### src/rtl/battle_engine_if.sv
// Signal bundle between the game FSM / sprite logic and battle_engine.
// dbg_state encoding: 0 IDLE, 1 INIT, 2 PLAYER, 3 ENEMY, 4 SWAP, 5 DONE.
interface battle_engine_if;
  // No valid/ready pair here: keycode and is_battle are levels and the engine
  // acts on their edges; end_battle is a one-cycle pulse qualifying result.
  logic            is_battle;
  logic [7:0]      keycode;
  logic [2:0][2:0] my_team;
  logic            end_battle;
  logic            result;
  logic [1:0]      my_cur;
  logic [2:0]      enemy_cur_id;
  logic [7:0]      my_hp;
  logic [7:0]      enemy_hp;
  logic            player_turn;
  logic [2:0]      dbg_state;

  modport master (
    output is_battle, keycode, my_team,
    input  end_battle, result, my_cur, enemy_cur_id, my_hp, enemy_hp,
           player_turn, dbg_state
  );

  modport slave (
    input  is_battle, keycode, my_team,
    output end_battle, result, my_cur, enemy_cur_id, my_hp, enemy_hp,
           player_turn, dbg_state
  );
endinterface

### src/rtl/battle_engine.sv
// Turn-based battle controller: player/enemy attacks, team swaps, win/loss report.
// Optional macro BATTLE_LFSR_EN: pick the enemy from a free-running LFSR instead of a counter.
module battle_engine #(
  parameter logic [7:0] MAX_HP      = 8'd100,
  parameter logic [7:0] DMG_BASE    = 8'd10,
  parameter logic [7:0] ENEMY_DELAY = 8'd60
) (
  input logic            Clk,
  input logic            Reset_n,
  battle_engine_if.slave bus
);
  localparam logic [7:0] KEY_ENTER = 8'h28;
  localparam logic [7:0] KEY_A     = 8'h04;

  typedef enum logic [2:0] {
    IDLE   = 3'd0,
    INIT   = 3'd1,
    PLAYER = 3'd2,
    ENEMY  = 3'd3,
    SWAP   = 3'd4,
    DONE   = 3'd5
  } state_t;

  state_t     r_state, w_next;
  logic [7:0] r_prev_key;
  logic       r_prev_batt;
  logic [7:0] r_dly, w_dly_n;
  logic [7:0] r_my_hp, w_my_hp_n;
  logic [7:0] r_enemy_hp, w_enemy_hp_n;
  logic [1:0] r_my_cur, w_my_cur_n;
  logic       r_result, w_result_n;
  logic [2:0] r_enemy_id, w_enemy_id_n;
  logic [2:0] w_enemy_pick;
  logic [2:0] w_team_id;
  logic [7:0] w_dmg_p, w_dmg_e;
  logic       w_key_evt, w_start, w_abort;
  logic       w_p_lethal, w_e_lethal, w_dly_end;

  assign w_key_evt  = (bus.keycode != r_prev_key) && (bus.keycode != 8'd0);
  assign w_start    = bus.is_battle && !r_prev_batt;
  assign w_abort    = !bus.is_battle && (r_state != IDLE) && (r_state != DONE);
  assign w_team_id  = (r_my_cur == 2'd0) ? bus.my_team[0] :
                      (r_my_cur == 2'd1) ? bus.my_team[1] : bus.my_team[2];
  assign w_dmg_p    = DMG_BASE + {5'd0, w_team_id};
  assign w_dmg_e    = DMG_BASE + {5'd0, r_enemy_id};
  assign w_p_lethal = (r_enemy_hp <= w_dmg_p);
  assign w_e_lethal = (r_my_hp <= w_dmg_e);
  assign w_dly_end  = (r_dly == ENEMY_DELAY - 8'd1);

`ifdef BATTLE_LFSR_EN
  logic [7:0] r_lfsr;

  // x^8+x^6+x^5+x^4+1, shifting towards the MSB every cycle
  always_ff @(posedge Clk or negedge Reset_n) begin
    if (!Reset_n) r_lfsr <= 8'hA5;
    else          r_lfsr <= {r_lfsr[6:0], r_lfsr[7] ^ r_lfsr[5] ^ r_lfsr[4] ^ r_lfsr[3]};
  end

  assign w_enemy_pick = r_lfsr[2:0];
`else
  logic [2:0] r_enemy_ctr;

  // Advances on every INIT, so aborted battles still move to the next enemy
  always_ff @(posedge Clk or negedge Reset_n) begin
    if (!Reset_n)              r_enemy_ctr <= 3'd0;
    else if (r_state == INIT)  r_enemy_ctr <= r_enemy_ctr + 3'd1;
  end

  assign w_enemy_pick = r_enemy_ctr;
`endif

  always_ff @(posedge Clk or negedge Reset_n) begin
    if (!Reset_n) begin
      r_state     <= IDLE;
      r_prev_key  <= 8'd0;
      r_prev_batt <= 1'b0;
      r_dly       <= 8'd0;
      r_my_hp     <= 8'd0;
      r_enemy_hp  <= 8'd0;
      r_my_cur    <= 2'd0;
      r_result    <= 1'b0;
      r_enemy_id  <= 3'd0;
    end else begin
      r_state     <= w_next;
      r_prev_key  <= bus.keycode;
      r_prev_batt <= bus.is_battle;
      r_dly       <= w_dly_n;
      r_my_hp     <= w_my_hp_n;
      r_enemy_hp  <= w_enemy_hp_n;
      r_my_cur    <= w_my_cur_n;
      r_result    <= w_result_n;
      r_enemy_id  <= w_enemy_id_n;
    end
  end

  always_comb begin
    w_next       = r_state;
    w_dly_n      = 8'd0;
    w_my_hp_n    = r_my_hp;
    w_enemy_hp_n = r_enemy_hp;
    w_my_cur_n   = r_my_cur;
    w_result_n   = r_result;
    w_enemy_id_n = r_enemy_id;

    if (r_state == INIT) begin
      w_my_hp_n    = MAX_HP;
      w_enemy_hp_n = MAX_HP;
      w_my_cur_n   = 2'd0;
      w_result_n   = 1'b0;
      w_enemy_id_n = w_enemy_pick;
    end

    // Abort outranks everything, including a lethal hit in the same cycle
    if (w_abort) begin
      w_next       = IDLE;
      w_my_hp_n    = r_my_hp;
      w_enemy_hp_n = r_enemy_hp;
      w_my_cur_n   = r_my_cur;
      w_result_n   = r_result;
    end else if (w_start) begin
      w_next = INIT;
    end else begin
      case (r_state)
        IDLE: w_next = IDLE;
        INIT: w_next = PLAYER;
        PLAYER: begin
          if (w_key_evt && bus.keycode == KEY_ENTER) begin
            if (w_p_lethal) begin
              w_enemy_hp_n = 8'd0;
              w_result_n   = 1'b1;
              w_next       = DONE;
            end else begin
              w_enemy_hp_n = r_enemy_hp - w_dmg_p;
              w_next       = ENEMY;
            end
          end else if (w_key_evt && bus.keycode == KEY_A) begin
            w_next = ENEMY;
          end
        end
        ENEMY: begin
          if (w_dly_end) begin
            if (w_e_lethal) begin
              w_my_hp_n = 8'd0;
              w_next    = (r_my_cur == 2'd2) ? DONE : SWAP;
            end else begin
              w_my_hp_n = r_my_hp - w_dmg_e;
              w_next    = PLAYER;
            end
          end else begin
            w_dly_n = r_dly + 8'd1;
          end
        end
        SWAP: begin
          w_my_cur_n = r_my_cur + 2'd1;
          w_my_hp_n  = MAX_HP;
          w_next     = PLAYER;
        end
        DONE:    w_next = IDLE;
        default: w_next = IDLE;
      endcase
    end
  end

  assign bus.end_battle   = (r_state == DONE);
  assign bus.player_turn  = (r_state == PLAYER);
  assign bus.result       = r_result;
  assign bus.my_cur       = r_my_cur;
  assign bus.enemy_cur_id = r_enemy_id;
  assign bus.my_hp        = r_my_hp;
  assign bus.enemy_hp     = r_enemy_hp;
  assign bus.dbg_state    = r_state;
endmodule

### src/flat_wrapper.sv
// flat-port wrapper written by rule: the top's interface ports become plain ports
module battle_engine_flat 
#(
  parameter logic [7:0] MAX_HP      = 8'd100,
  parameter logic [7:0] DMG_BASE    = 8'd10,
  parameter logic [7:0] ENEMY_DELAY = 8'd60
)
  (Clk, Reset_n, bus_is_battle, bus_keycode, bus_my_team, bus_end_battle, bus_result, bus_my_cur, bus_enemy_cur_id, bus_my_hp, bus_enemy_hp, bus_player_turn, bus_dbg_state);
  battle_engine_if bus_i ();
  input logic Clk;
  input logic Reset_n;
  input wire logic [$bits(bus_i.is_battle)-1:0] bus_is_battle;
  input wire logic [$bits(bus_i.keycode)-1:0] bus_keycode;
  input wire logic [$bits(bus_i.my_team)-1:0] bus_my_team;
  output wire logic [$bits(bus_i.end_battle)-1:0] bus_end_battle;
  output wire logic [$bits(bus_i.result)-1:0] bus_result;
  output wire logic [$bits(bus_i.my_cur)-1:0] bus_my_cur;
  output wire logic [$bits(bus_i.enemy_cur_id)-1:0] bus_enemy_cur_id;
  output wire logic [$bits(bus_i.my_hp)-1:0] bus_my_hp;
  output wire logic [$bits(bus_i.enemy_hp)-1:0] bus_enemy_hp;
  output wire logic [$bits(bus_i.player_turn)-1:0] bus_player_turn;
  output wire logic [$bits(bus_i.dbg_state)-1:0] bus_dbg_state;
  assign bus_i.is_battle = bus_is_battle;
  assign bus_i.keycode = bus_keycode;
  assign bus_i.my_team = bus_my_team;
  assign bus_end_battle = bus_i.end_battle;
  assign bus_result = bus_i.result;
  assign bus_my_cur = bus_i.my_cur;
  assign bus_enemy_cur_id = bus_i.enemy_cur_id;
  assign bus_my_hp = bus_i.my_hp;
  assign bus_enemy_hp = bus_i.enemy_hp;
  assign bus_player_turn = bus_i.player_turn;
  assign bus_dbg_state = bus_i.dbg_state;
  battle_engine #(.MAX_HP(MAX_HP), .DMG_BASE(DMG_BASE), .ENEMY_DELAY(ENEMY_DELAY)) u_core (.Clk(Clk), .Reset_n(Reset_n), .bus(bus_i));
endmodule
### config.mk
export PLATFORM = sky130hd
export DESIGN_NAME = battle_engine_flat
export DESIGN_NICKNAME = d
export VERILOG_FILES = /design/src/rtl/battle_engine_if.sv /design/src/rtl/battle_engine.sv /design/src/flat_wrapper.sv
export SDC_FILE = /design/constraint.sdc
export NUM_CORES = 1
export LEC_CHECK = 0
export ABC_AREA = 1
export BUFFER_PORTS_ARGS = -buffer_cell sky130_fd_sc_hd__buf_2
export CAP_MARGIN = 20
export CORE_MARGIN = 5
export CORE_UTILIZATION = 50
export DETAILED_ROUTE_END_ITERATION = 7
export GPL_ROUTABILITY_DRIVEN = 0
export GPL_TIMING_DRIVEN = 0
export HOLD_SLACK_MARGIN = 0.06
export PLACE_DENSITY = 0.84
export SETUP_SLACK_MARGIN = 0.05
export SLEW_MARGIN = 20
export SYNTH_ARGS = -nofsm -noshare
export SYNTH_HDL_FRONTEND = slang
export SYNTH_SLANG_ARGS = --single-unit
### constraint.sdc
create_clock -name Clk -period 6.5 [get_ports Clk]
set_input_delay 0.975 -clock Clk [delete_from_list [all_inputs] [get_ports Clk]]
set_output_delay 0.975 -clock Clk [all_outputs]
set_load 0.01 [all_outputs]
Word-level counts from Yosys, hierarchy flattened
Index checks and enable logic that the tools add are counted.
{ "op_classes": {"mux": 33, "eq_ne": 14, "addsub": 7, "magnitude_cmp": 2, "reduce_logical": 13} }
{ "ops": {"columns": ["operator", "n"], "rows": [
  ["8-bit 2-to-1 mux", 13],
  ["3-bit 2-to-1 mux", 9],
  ["8-bit by 6-bit == test with 1-bit output, second input constant", 2],
  ["8-bit less-or-equal comparator", 2],
  ["8-bit case mux with 2 select lines", 1],
  ["8-bit subtractor", 2],
  ["4-bit by 3-bit adder with 5-bit output, first input constant", 2],
  ["3-bit case mux with 3 select lines", 1],
  ["8-bit by 1-bit adder with 8-bit output, second input constant", 1],
  ["8-bit by 3-bit == test with 1-bit output, second input constant", 1],
  ["8-bit inequality test", 1],
  ["8-bit nonzero test", 1],
  ["3-bit by 2-bit == test with 1-bit output, second input constant", 2],
  ["3-bit == test, second input constant", 2],
  ["1-bit logical AND", 6],
  ["1-bit 2-to-1 mux", 6],
  ["2-bit 2-to-1 mux", 3],
  ["5-bit by 1-bit inequality test with 1-bit output, second input constant", 1],
  ["4-bit by 1-bit inequality test with 1-bit output, second input constant", 1],
  ["3-bit by 1-bit adder with 3-bit output, second input constant", 1],
  ["3-bit by 1-bit == test with 1-bit output, second input constant", 1],
  ["3-bit inequality test, second input constant", 1],
  ["3-bit nonzero test", 1],
  ["2-bit by 1-bit adder with 2-bit output, second input constant", 1],
  ["6 further kinds", 7]
]} }
{ "totals": {"word_cells": 79, "input_bits": 20, "reg_bits": 45} }

Logic depth before layout (Yosys ltp)
Gate-level depths: netlist of the first run.
{ "logic_depth": {"ltp_word": 10, "depth_mapped": 18, "mapped_depth_nobuf": 18} }

Least setup slack after synthesis of the first run
Ideal clock, no wire load.
{ "synth_path": {"kind": "input -> register", "start": "in bus_my_team[7]", "end": "reg u_core.r_enemy_hp[3], in the netlist u_core.bus.enemy_hp[3]", "setup_slack_ns": 3.689, "arrival_time_ns": 2.694, "required_time_ns": 6.383, "setup_ns": 0.117, "n_path_buf": 0, "cell_stages": 11, "cell_sequence": "o21ai_0 > o21ai_0 > ha_1 > inv_1 > ha_1 > nand2_1 > nand2_1 > a31o_2 > or2_2 > nand3_1 > nand2_1"} }
{ "synth_between": {"elab_chain_cells": 8} }
{ "synth_rtl": {"columns": ["item", "line", "rtl"], "rows": [
  ["from (decl)", "flat_wrapper.sv:14", "input wire logic [$bits(bus_i.my_team)-1:0] bus_my_team;"],
  ["3-bit 2-to-1 mux *", "battle_engine.sv:43", "(r_my_cur == 2'd1) ? bus.my_team[1] : bus.my_team[2];"],
  ["3-bit 2-to-1 mux *", "battle_engine.sv:42", "assign w_team_id = (r_my_cur == 2'd0) ? bus.my_team[0] :"],
  ["4-bit by 3-bit adder with 5-bit output *", "battle_engine.sv:44", "assign w_dmg_p = DMG_BASE + {5'd0, w_team_id};"],
  ["8-bit subtractor or 8-bit less-or-equal comparator (tied branches)", "battle_engine.sv:133, battle_engine.sv:46", null],
  ["8-bit 2-to-1 mux *", "battle_engine.sv:128", "if (w_p_lethal) begin"],
  ["8-bit 2-to-1 mux *", "battle_engine.sv:127", "if (w_key_evt && bus.keycode == KEY_ENTER) begin"],
  ["8-bit 2-to-1 mux *", "battle_engine.sv:123", "case (r_state)"],
  ["8-bit 2-to-1 mux *", "battle_engine.sv:120", "end else if (w_start) begin"],
  ["to (signal assigned)", "battle_engine.sv:89", "r_enemy_hp <= w_enemy_hp_n;"],
  ["to (decl)", "battle_engine.sv:29", "logic [7:0] r_enemy_hp, w_enemy_hp_n;"]
]} }
Mark *: on every way between the ends. The rest lies on a longest branch, timed or not.
A chain may end at the register's enable or synchronous reset.

Final worst setup path of the first run
{ "layout_path": {"start": "reg u_core.r_my_cur[0], in the netlist u_core.bus.my_cur[0]", "end": "reg u_core.r_state[2], in the netlist u_core.bus.dbg_state[2]"} }
{ "layout_between": {"elab_chain_cells": 10} }
{ "layout_rtl": {"columns": ["item", "line", "rtl"], "rows": [
  ["from (decl)", "battle_engine.sv:30", "logic [1:0] r_my_cur, w_my_cur_n;"],
  ["from (signal assigned)", "battle_engine.sv:90", "r_my_cur <= w_my_cur_n;"],
  ["2-bit by 1-bit == test with 1-bit output", "battle_engine.sv:43", null],
  ["3-bit 2-to-1 mux", "battle_engine.sv:43", null],
  ["3-bit 2-to-1 mux *", "battle_engine.sv:42", null],
  ["4-bit by 3-bit adder with 5-bit output *", "battle_engine.sv:44", null],
  ["8-bit less-or-equal comparator *", "battle_engine.sv:46", "assign w_p_lethal = (r_enemy_hp <= w_dmg_p);"],
  ["3-bit 2-to-1 mux *", "battle_engine.sv:128", null],
  ["3-bit 2-to-1 mux *", "battle_engine.sv:127", null],
  ["3-bit case mux with 3 select lines *", "battle_engine.sv:123", null],
  ["3-bit 2-to-1 mux *", "battle_engine.sv:120", null],
  ["3-bit 2-to-1 mux *", "battle_engine.sv:114", "if (w_abort) begin"],
  ["to (signal assigned)", "battle_engine.sv:84", "r_state <= w_next;"],
  ["to (decl)", "battle_engine.sv:24", "state_t r_state, w_next;"]
]} }
Marked as above.

==> results of run 1 <==
-- area by class of cell --
class	instances	share of cell area
Multi-Input combinational cell	301	0.472
Sequential cell	45	0.326
Inverter	65	0.0706
Timing Repair Buffer	46	0.0673
Tap cell	75	0.0272
Clock buffer	7	0.0250
Clock inverter	1	0.00869
Buffer	2	0.00290
-- through the flow --
| stage | power [W] | worst slack [ps] | instances | hold slack, ps |
|---|---|---|---|---|
| final | 0.00124 | 3600 | 542 | 471 |
| after global routing | 0.00135 | 3270 | 542 | 487 |
| after CTS | 0.00124 | 3600 | 542 | 474 |
| after detailed placement | 0.00101 | 3380 | 534 | 463 |
| after global placement | 0.000981 | 3420 | 534 | 446 |
| after floorplan | 0.000841 | 3690 | 413 | 430 |
-- worst reg2reg max path, stage by stage (launching register included) --
cell and delay (ps):
dfrtp_1 380, inv_1 90, ha_1 250, inv_1 100
o21ai_0 70, o21ai_0 370, ha_1 320, inv_1 70
ha_1 290, nand3_1 120, nand3_1 110, nand2_1 80
nand2_1 40, nand2_1 110, nand3_1 130, nor2_1 150
nor2_1 60, nor2_1 100
-- logic make-up after synthesis --
| group | count (synthesis) | share of synthesized area |
|---|---|---|
| adder cells (fa/ha/maj) | 19 | 0.0839 |
| XOR/XNOR | 10 | 0.0291 |
| AO/OA/AOI/OAI | 54 | 0.105 |
| buffers and inverters | 67 | 0.0843 |
| AND/OR/NAND/NOR | 218 | 0.324 |
| flip-flops | 45 | 0.374 |
-- per-layer routing --
layer | up-vias | track usage | wire length (µm)
met5 | - | 0 | 0
met4 | 0 | 0.0572 | 140
met3 | 20 | 0.0452 | 506
met2 | 100 | 0.348 | 3340
met1 | 1312 | 0.229 | 3030
li1 | 1427 | - | -
-- worst max path at each step --
stage / depth (start not counted) / slack [ps] / to / start
after floorplan: 11 / 3690 / u_core.bus.enemy_hp[3] / bus_my_team[7]
after global placement: 15 / 3420 / u_core.bus.dbg_state[2] / bus_my_team[7]
after detailed placement: 15 / 3380 / u_core.bus.dbg_state[2] / bus_my_team[7]
after CTS: 17 / 3600 / u_core.bus.dbg_state[2] / u_core.bus.my_cur[0]
after global routing: 17 / 3270 / u_core.bus.dbg_state[2] / u_core.bus.my_cur[0]
final: 17 / 3600 / u_core.bus.dbg_state[2] / u_core.bus.my_cur[0]
-- cell usage in the layout (no fill, tap or decap), drive strengths merged, types with 2 or more instances in the layout --
master  count
ha         17
fa          2
inv        65
clkbuf      7
xnor2       6
or2         5
nor3        3
nand3      30
dfrtp      45
o21ai      28
buf        48
a21oi      17
xor2        4
nand3b      2
nor2       45
nand4       9
a41oi       2
nand2     121
a21boi      2
-- power by group --
group,switching [W],leakage (nW),total (W),internal (W)
Sequential,0.0000576,0.569,0.000388,0.000330
Clock,0.0000950,0.0585,0.000220,0.000125
Combinational,0.000395,1.23,0.000631,0.000235
-- flip-flops by register name, summed over array words and instances (netlist names) --
name,flops
u_core.bus.my_hp,8
u_core.r_enemy_ctr,3
u_core.bus.enemy_cur_id,3
u_core.r_prev_batt,1
u_core.r_dly,8
u_core.bus.dbg_state,3
u_core.bus.enemy_hp,8
u_core.bus.result,1
u_core.r_prev_key,8
u_core.bus.my_cur,2
==> metrics.yaml, run 1 <==
yosysSeqAreaShare: 0.374
crit_slowest_cell: "dfrtp_1"
place_area_um2: 3340
synth_area_per_cell_um2: 7.30
port_buffers: 46
antenna_found_initial: 0
die_w_um: 87.6
setup_tns_ps: 0
initial_utilization: 0.512
track_usage: 0.193
wl_per_cell_um: 13.0
io-pin-count: 47
clock_latency_ps: 300
cts_resized: 0
first_iter_violations: 162
synth_area_um2: 3010
fin_crit_ps: 2900
gr-total-overflow: 0
final_hold_viol_count: 0
yosysWarnings: 0
rsz0062_at_grt: "false"
reg2reg_slack_ps: 3600
syn-num-nets: 452
grt_pass1_wl_um: 12000
path_clk_slew_ps: 90
seq_area_um2: 1130
numCtsBuffers: 5
powerDensity_nw_per_um2: 358
worst-endpoint-required_ps: 6730
cts.sinks: 45
yosys.area.top_type: "dfrtp_1"
worstMarginPinSlew_ps: 567
synth_top_area_frac: 0.374
htreeDepth: 2
post-cts-setup-buffer-count: 0
worstPathArrival_ps: 3140
drt-total-wl_um: 7020
setup-violations-final: 0
hpwl_um: 5390
hold_depth: 1
stdcell_area_um2: 3460
hp-class: "flip-flop to flip-flop"
holdPathEnd: "u_core.r_dly[0]"
rr_startpoint: "u_core.bus.my_cur[0]"
vias: 2859
synth_async_sr_flop_share: 1.00
outcome: "finished, final reports clean"
fin_crit_sh: 0.446
slew_headroom: 0.622
yosysMostFrequentCell: "nand2_1"
crit_family: "simple AND/OR/NAND/NOR gates"
yosys-top-cells-area: "dfrtp_1, nand2_1, inv_1"
drcViolationCount: 0
synth_cell_types: 38
cts_hold_buffers: 0
crit_chain: "inv_1 > ha_1 > inv_1 > o21ai_0 > o21ai_0 > ha_1 > inv_1 > ha_1 > nand3_1 > nand3_1 > nand2_1 > nand2_1 > nand2_1 > nand3_1 > nor2_1 > nor2_1 > nor2_1"
coreArea_um2: 5890
multi_input_area_um2: 1630
endpoint_kind: "flip-flop"
layout-drive-gt1-share: 0.180
ys.flop_type: "dfrtp_1"
r2r-end: "u_core.bus.dbg_state[2]"
slowest_delay_ps: 380
cts_root_buf: "clkbuf_8"
syn_inst: 413
area_growth_syn_to_layout_pct: 14.7
synth_seq_cells: 45
synth_common_cells: "nand2_1, inv_1, dfrtp_1, nor2_1, nand3_1"
avgViaCountPerCell: 5.27
dr.pass1.iters: 6
cts_tree: "yes"
nFillCells: 528
critical_path_buf_inv_count: 3
cap_violations: 0
ir_drop_uv: 285
postRouteAntennaNets: 0
slew_violations: 0
die_h_um: 87.6
grt_max_degree: 46
cts_buffer_depth: 2
r2r_cells: 17
die-area_um2: 7680
final_util: 0.587
fin_skew_ps: 9.38
rows: 28
max_clock_freq_mhz: 345
startpoint_type: "flip-flop"
fin_nets: 505
total_leakage_power_nw: 1.86
hp-start: "u_core.r_dly[0]"
path_class: "flip-flop to flip-flop"
critPathMaxFanout: 6
synth_edf_count: 0
grt_pass1_vias: 2828
antenna_cells: 0
No activity file was read; power rests on OpenSTA's default activity.
==> inputs of run 2 (changes only) <==
--- a/config.mk
+++ b/config.mk
@@ -5,7 +5,7 @@
 export SDC_FILE = /design/constraint.sdc
 export NUM_CORES = 1
 export LEC_CHECK = 0
-export ABC_AREA = 1
+export ABC_AREA = 0
 export BUFFER_PORTS_ARGS = -buffer_cell sky130_fd_sc_hd__buf_2
 export CAP_MARGIN = 20
 export CORE_MARGIN = 5
@@ -14,7 +14,7 @@
 export GPL_ROUTABILITY_DRIVEN = 0
 export GPL_TIMING_DRIVEN = 0
 export HOLD_SLACK_MARGIN = 0.06
-export PLACE_DENSITY = 0.84
+export PLACE_DENSITY = 0.85
 export SETUP_SLACK_MARGIN = 0.05
 export SLEW_MARGIN = 20
 export SYNTH_ARGS = -nofsm -noshare
==> constraint.sdc (replaced) <==
create_clock -name Clk -period 2.9 [get_ports Clk]
set_input_delay 0.435 -clock Clk [delete_from_list [all_inputs] [get_ports Clk]]
set_output_delay 0.435 -clock Clk [all_outputs]
set_load 0.01 [all_outputs]
==> metrics.yaml, run 2 <==
syn_inst: 267
fin_ws_ps: -128
drcViolationCount: 0
cap_violations: 0
dpl_worst_slack_ps: -307
cts_buffer_depth: 2
r2r-end: "u_core.bus.enemy_hp[5]"
dr.pass1.iters: 4
worst-endpoint-required_ps: 3050
final_util: 0.643
multi_input_area_um2: 1550
synth_common_cells: "dfrtp_1, nand2_1, o21ai_0, nor2_1, ha_1"
layout-drive-gt1-share: 0.318
final_hold_viol_count: 0
setup-violations-final: 6
crit_path_end: "u_core.bus.enemy_hp[5]"
port_buffers: 46
htreeDepth: 2
ir_drop_uv: 557
rows: 26
syn-num-nets: 306
die_h_um: 82.2
synth_top_area_frac: 0.432
synth_cell_types: 50
stdcell_count: 403
endpoint_kind: "flip-flop"
numCtsBuffers: 5
setup_tns_ps: -343
coreArea_um2: 5070
violations: "setup timing"
slew_headroom: 0.585
path_clk_slew_ps: 80
worstPathArrival_ps: 3180
fin_skew_ps: 10.3
r2r_cells: 14
synth_async_sr_flop_share: 1.00
powerDensity_nw_per_um2: 565
cts_tree: "yes"
wl_per_cell_um: 14.8
startpoint_type: "flip-flop"
grt_pass1_wl_um: 10100
nFillCells: 408
track_usage: 0.191
cts_hold_buffers: 0
path_class: "flip-flop to flip-flop"
crit_chain: "inv_2 > ha_4 > mux2i_2 > o21ai_2 > buf_4 > fa_2 > a211oi_4 > o21bai_2 > a2111oi_4 > buf_4 > buf_6 > nor2_4 > o21ai_2 > o311ai_1"
hpwl_um: 4270
ys.flop_type: "dfrtp_1"
fin_crit_sh: 1.04
rr_startpoint: "u_core.bus.my_cur[1]"
yosysWarnings: 0
seq_area_um2: 1130
final_common_cell: "buf_2"
vias: 2234
clock_latency_ps: 300
synth_area_um2: 2610
yosysSeqAreaShare: 0.432
outcome: "finished with violations"
holdWs_ps: 125
fin_crit_ps: 3030
drt-total-wl_um: 5980
die_w_um: 82.2
antenna_found_initial: 0
crit_slowest_cell: "dfrtp_1"
critPathMaxFanout: 3
slowest_delay_ps: 410
io-pin-count: 47
grt_max_degree: 46
rsz0062_at_grt: "true"
worstMarginPinSlew_ps: 619
cts_root_buf: "clkbuf_8"
dp.cells: 383
total_leakage_power_nw: 1.46
first_iter_violations: 191
cts.sinks: 45
initial_utilization: 0.514
yosys-top-cells-area: "dfrtp_1, ha_1, o21ai_0"
crit_path_start: "u_core.bus.my_cur[1]"
area_growth_syn_to_layout_pct: 25.1
synth_area_per_cell_um2: 9.77
grt_pass1_vias: 2303
postRouteAntennaNets: 0
final_cell_mix: "buf_2, dfrtp_1, nand2_1"
reg2reg_slack_ps: -130
die-area_um2: 6760
slew_violations: 0
yosysMostFrequentCell: "dfrtp_1"
fin_nets: 372
synth_edf_count: 0
yosys.area.top_type: "dfrtp_1"
hp-class: "input port to async pin"
antenna_cells: 0
synth_seq_cells: 45
gr-total-overflow: 0
avgViaCountPerCell: 5.54
max_clock_freq_mhz: 330
-- run 2: timing repair --
| item | 4_1_cts | 5_1_grt |
|---|---|---|
| setup buffers | 11 | 2 |
| endpoints found under the setup margin | 8 | 11 |
| gates cloned | 0 | 0 |
| hold endpoints to repair | 0 | 0 |
| gates resized for setup | 17 | 11 |
| pin swaps | 9 | 10 |
-- run 2: where the power goes --
| group | switching, W | total, W | internal (W) |
|---|---|---|---|
| Clock | 0.000199 | 0.000389 | 0.000189 |
| Sequential | 0.0000553 | 0.000751 | 0.000696 |
| Combinational | 0.000396 | 0.000703 | 0.000307 |
-- run 2: cell families after synthesis --
group / Yosys count / synth area share
compound gates: 56 / 0.142
xor+xnor: 21 / 0.0705
fa+ha+maj: 19 / 0.0969
buf+inv: 20 / 0.0302
flops: 45 / 0.432
mux: 8 / 0.0321
simple gates: 98 / 0.196
-- run 2: area by class of cell --
| class | count | share of cell area |
|---|---|---|
| Buffer | 4 | 0.00575 |
| Clock buffer | 7 | 0.0265 |
| Inverter | 16 | 0.0184 |
| Multi-Input combinational cell | 202 | 0.475 |
| Sequential cell | 45 | 0.345 |
| Tap cell | 70 | 0.0268 |
| Timing Repair Buffer | 59 | 0.102 |
-- run 2: metal layers --
| metal | GRT usage | vias up | wire, µm |
|---|---|---|---|
| met4 | 0.0681 | 0 | 112 |
| met1 | 0.238 | 1075 | 2540 |
| li1 | - | 1079 | - |
| met3 | 0.0456 | 10 | 341 |
| met5 | 0 | - | 0 |
| met2 | 0.321 | 70 | 2990 |
-- run 2: worst min path at each step --
stage / startpoint / end / cells past startpoint / slack, ps
2_1_floorplan: Reset_n / u_core.bus.dbg_state[0] / 0 / 140
3_3_place_gp: u_core.r_enemy_ctr[2] / u_core.r_enemy_ctr[2] / 1 / 450
3_5_place_dp: u_core.r_enemy_ctr[2] / u_core.r_enemy_ctr[2] / 1 / 480
4_1_cts: bus_keycode[0] / u_core.r_prev_key[0] / 1 / 280
5_1_grt: Reset_n / u_core.bus.my_hp[3] / 1 / 170
6_report: Reset_n / u_core.bus.my_hp[3] / 1 / 120
-- run 2: through the flow --
step                      instance area [µm²]  power, W
after floorplan                          2680   0.00124
after global placement                   2990   0.00140
after detailed placement                 2990   0.00143
after CTS                                3210   0.00185
after global routing                     3260   0.00198
final                                    3260   0.00184
-- run 2: critical path: cells and delay by family, from the launching register on --
family,cells,cell delay [ps]
compound gates,6,1150
fa+ha+maj,2,550
buf+inv,4,510
flops,1,410
mux,1,240
simple gates,1,30
==> inputs of run 3 (changes only) <==
--- a/config.mk
+++ b/config.mk
@@ -15,6 +15,7 @@
 export GPL_TIMING_DRIVEN = 0
 export HOLD_SLACK_MARGIN = 0.06
 export PLACE_DENSITY = 0.85
+export REMOVE_ABC_BUFFERS = 1
 export SETUP_SLACK_MARGIN = 0.05
 export SLEW_MARGIN = 20
 export SYNTH_ARGS = -nofsm -noshare
==> metrics.yaml, run 3 (synthesis results as in run 2) <==
antenna_found_initial: 0
endpoint_kind: "flip-flop"
antenna_cells: 0
fin_skew_ps: 21.2
powerDensity_nw_per_um2: 607
final_hold_viol_count: 0
max_clock_freq_mhz: 323
slew_headroom: 0.562
path_common_cell: "ha_4"
initial_utilization: 0.514
wl_per_cell_um: 16.0
crit_slowest_cell: "dfrtp_1"
drcViolationCount: 0
ir_drop_uv: 508
grt_max_degree: 46
worstMarginPinSlew_ps: 654
die_w_um: 82.2
rows: 26
total_leakage_power_nw: 1.48
fin_crit_ps: 3090
slowest_delay_ps: 420
grt_pass1_vias: 2139
crit_family: "compound AO/OA/AOI/OAI gates"
htreeDepth: 2
die_h_um: 82.2
first_iter_violations: 76
clock_latency_ps: 310
cts_root_buf: "clkbuf_8"
postRouteAntennaNets: 0
drt-total-wl_um: 6430
rsz0062_at_grt: "true"
power.total_w: 0.00203
worst-endpoint-required_ps: 3100
violations: "setup timing"
grt_pass1_wl_um: 9850
startpoint_type: "flip-flop"
dr.pass1.iters: 4
gr-total-overflow: 0
path_clk_slew_ps: 100
path_class: "flip-flop to flip-flop"
avgViaCountPerCell: 5.56
cts_tree: "yes"
cts.sinks: 45
hp-class: "input port to async pin"
cap_violations: 0
cts_buffer_depth: 2
hpwl_um: 4100
layout-drive-gt1-share: 0.329
io-pin-count: 47
fin_nets: 369
setup-violations-final: 9
crit_chain: "buf_6 > ha_4 > mux2i_2 > o21ai_2 > ha_4 > inv_2 > ha_4 > a211oi_4 > o21bai_2 > a2111oi_4 > nor4b_4 > mux2i_1 > nor4_1"
cts_hold_buffers: 0
area_growth_syn_to_layout_pct: 28.2
coreArea_um2: 5070
final_cell_mix: "buf_2, dfrtp_1, nand2_1"
fin_crit_sh: 1.07
fin_ws_ps: -193
track_usage: 0.191
critPathMaxFanout: 5
rr_startpoint: "u_core.bus.my_cur[0]"
reg2reg_slack_ps: -190
outcome: "finished with violations"
numCtsBuffers: 5
die-area_um2: 6760
setup_tns_ps: -842
port_buffers: 46
slew_violations: 0
critical_path_buf_inv_count: 2
crit_path_start: "u_core.bus.my_cur[0]"
vias: 2230
worstPathArrival_ps: 3290
run 3: cell types whose count changed in the layout (fill, tap and decap cells not counted), moves of 2 or more:
cell / delta
bufinv_16: +2
buf_4: -2
buf_2: -3
buf_6: +3
ha_1: -2
o21ai_2: -2
clkbuf_1: -2
o21ai_1: +2
run 3: path summary, 6_finish.rpt:
path	to	cells past startpoint
setup / recovery	u_core.bus.dbg_state[2]	13
hold / removal	u_core.bus.enemy_hp[4]	1
setup reg to reg	u_core.bus.dbg_state[2]	13
hold reg to reg	u_core.bus.result	2
max in group asynchronous	u_core.bus.dbg_state[1]	1
min in group Clk	u_core.r_prev_key[5]	1
run 3: what timing repair did:
item                                    4_1_cts  5_1_grt
resized for setup                            25       25
pin swaps                                     9       15
endpoints found under the setup margin       11       11
buffers inserted                              7        9
run 3: area by class of cell:
class                      instances  area [µm²]
clock buffer                       5        68.8
clock inverter                     3        65.1
fill                             399        1730
inverter                          16        62.6
multi-input combinational        202        1580
sequential                        45        1130
tap                               70        87.6
timing repair buffer              60         353
run 3: where the power goes:
part	switching, W	total [W]	internal (W)
combinational	0.000375	0.000681	0.000306
sequential	0.0000876	0.000783	0.000695
clock	0.000222	0.000564	0.000342
total	0.000684	0.00203	0.00134
run 3: routing by layer:
| layer | vias to the layer above | track usage | share of wire |
|---|---|---|---|
| met5 | - | 0 | 0 |
| met4 | 0 | 0.0631 | 0.030 |
| met3 | 20 | 0.0488 | 0.052 |
| met2 | 63 | 0.323 | 0.50 |
| met1 | 1068 | 0.237 | 0.41 |
| li1 | 1079 | - | - |
run 3: worst register-to-register path, delay by kind of cell, from the launching register on:
kind	cells	cell delay, ps
flops	1	420
fa+ha+maj	3	700
compound gates	4	900
mux	2	300
simple gates	2	480
buf+inv	2	170
run 3: per-stage QoR:
step / std cells / util / setup slack, ps / cell area (µm²) / hold WS [ps]
floorplan: 263 / - / -435 / 2590 / 139
global placement: 379 / 0.573 / -828 / 2910 / 456
detailed placement: 379 / 0.573 / -978 / 2910 / 470
CTS: 394 / 0.626 / -229 / 3180 / 277
global route: 401 / 0.659 / -376 / 3340 / 144
finish: 401 / 0.659 / -193 / 3340 / 95.6
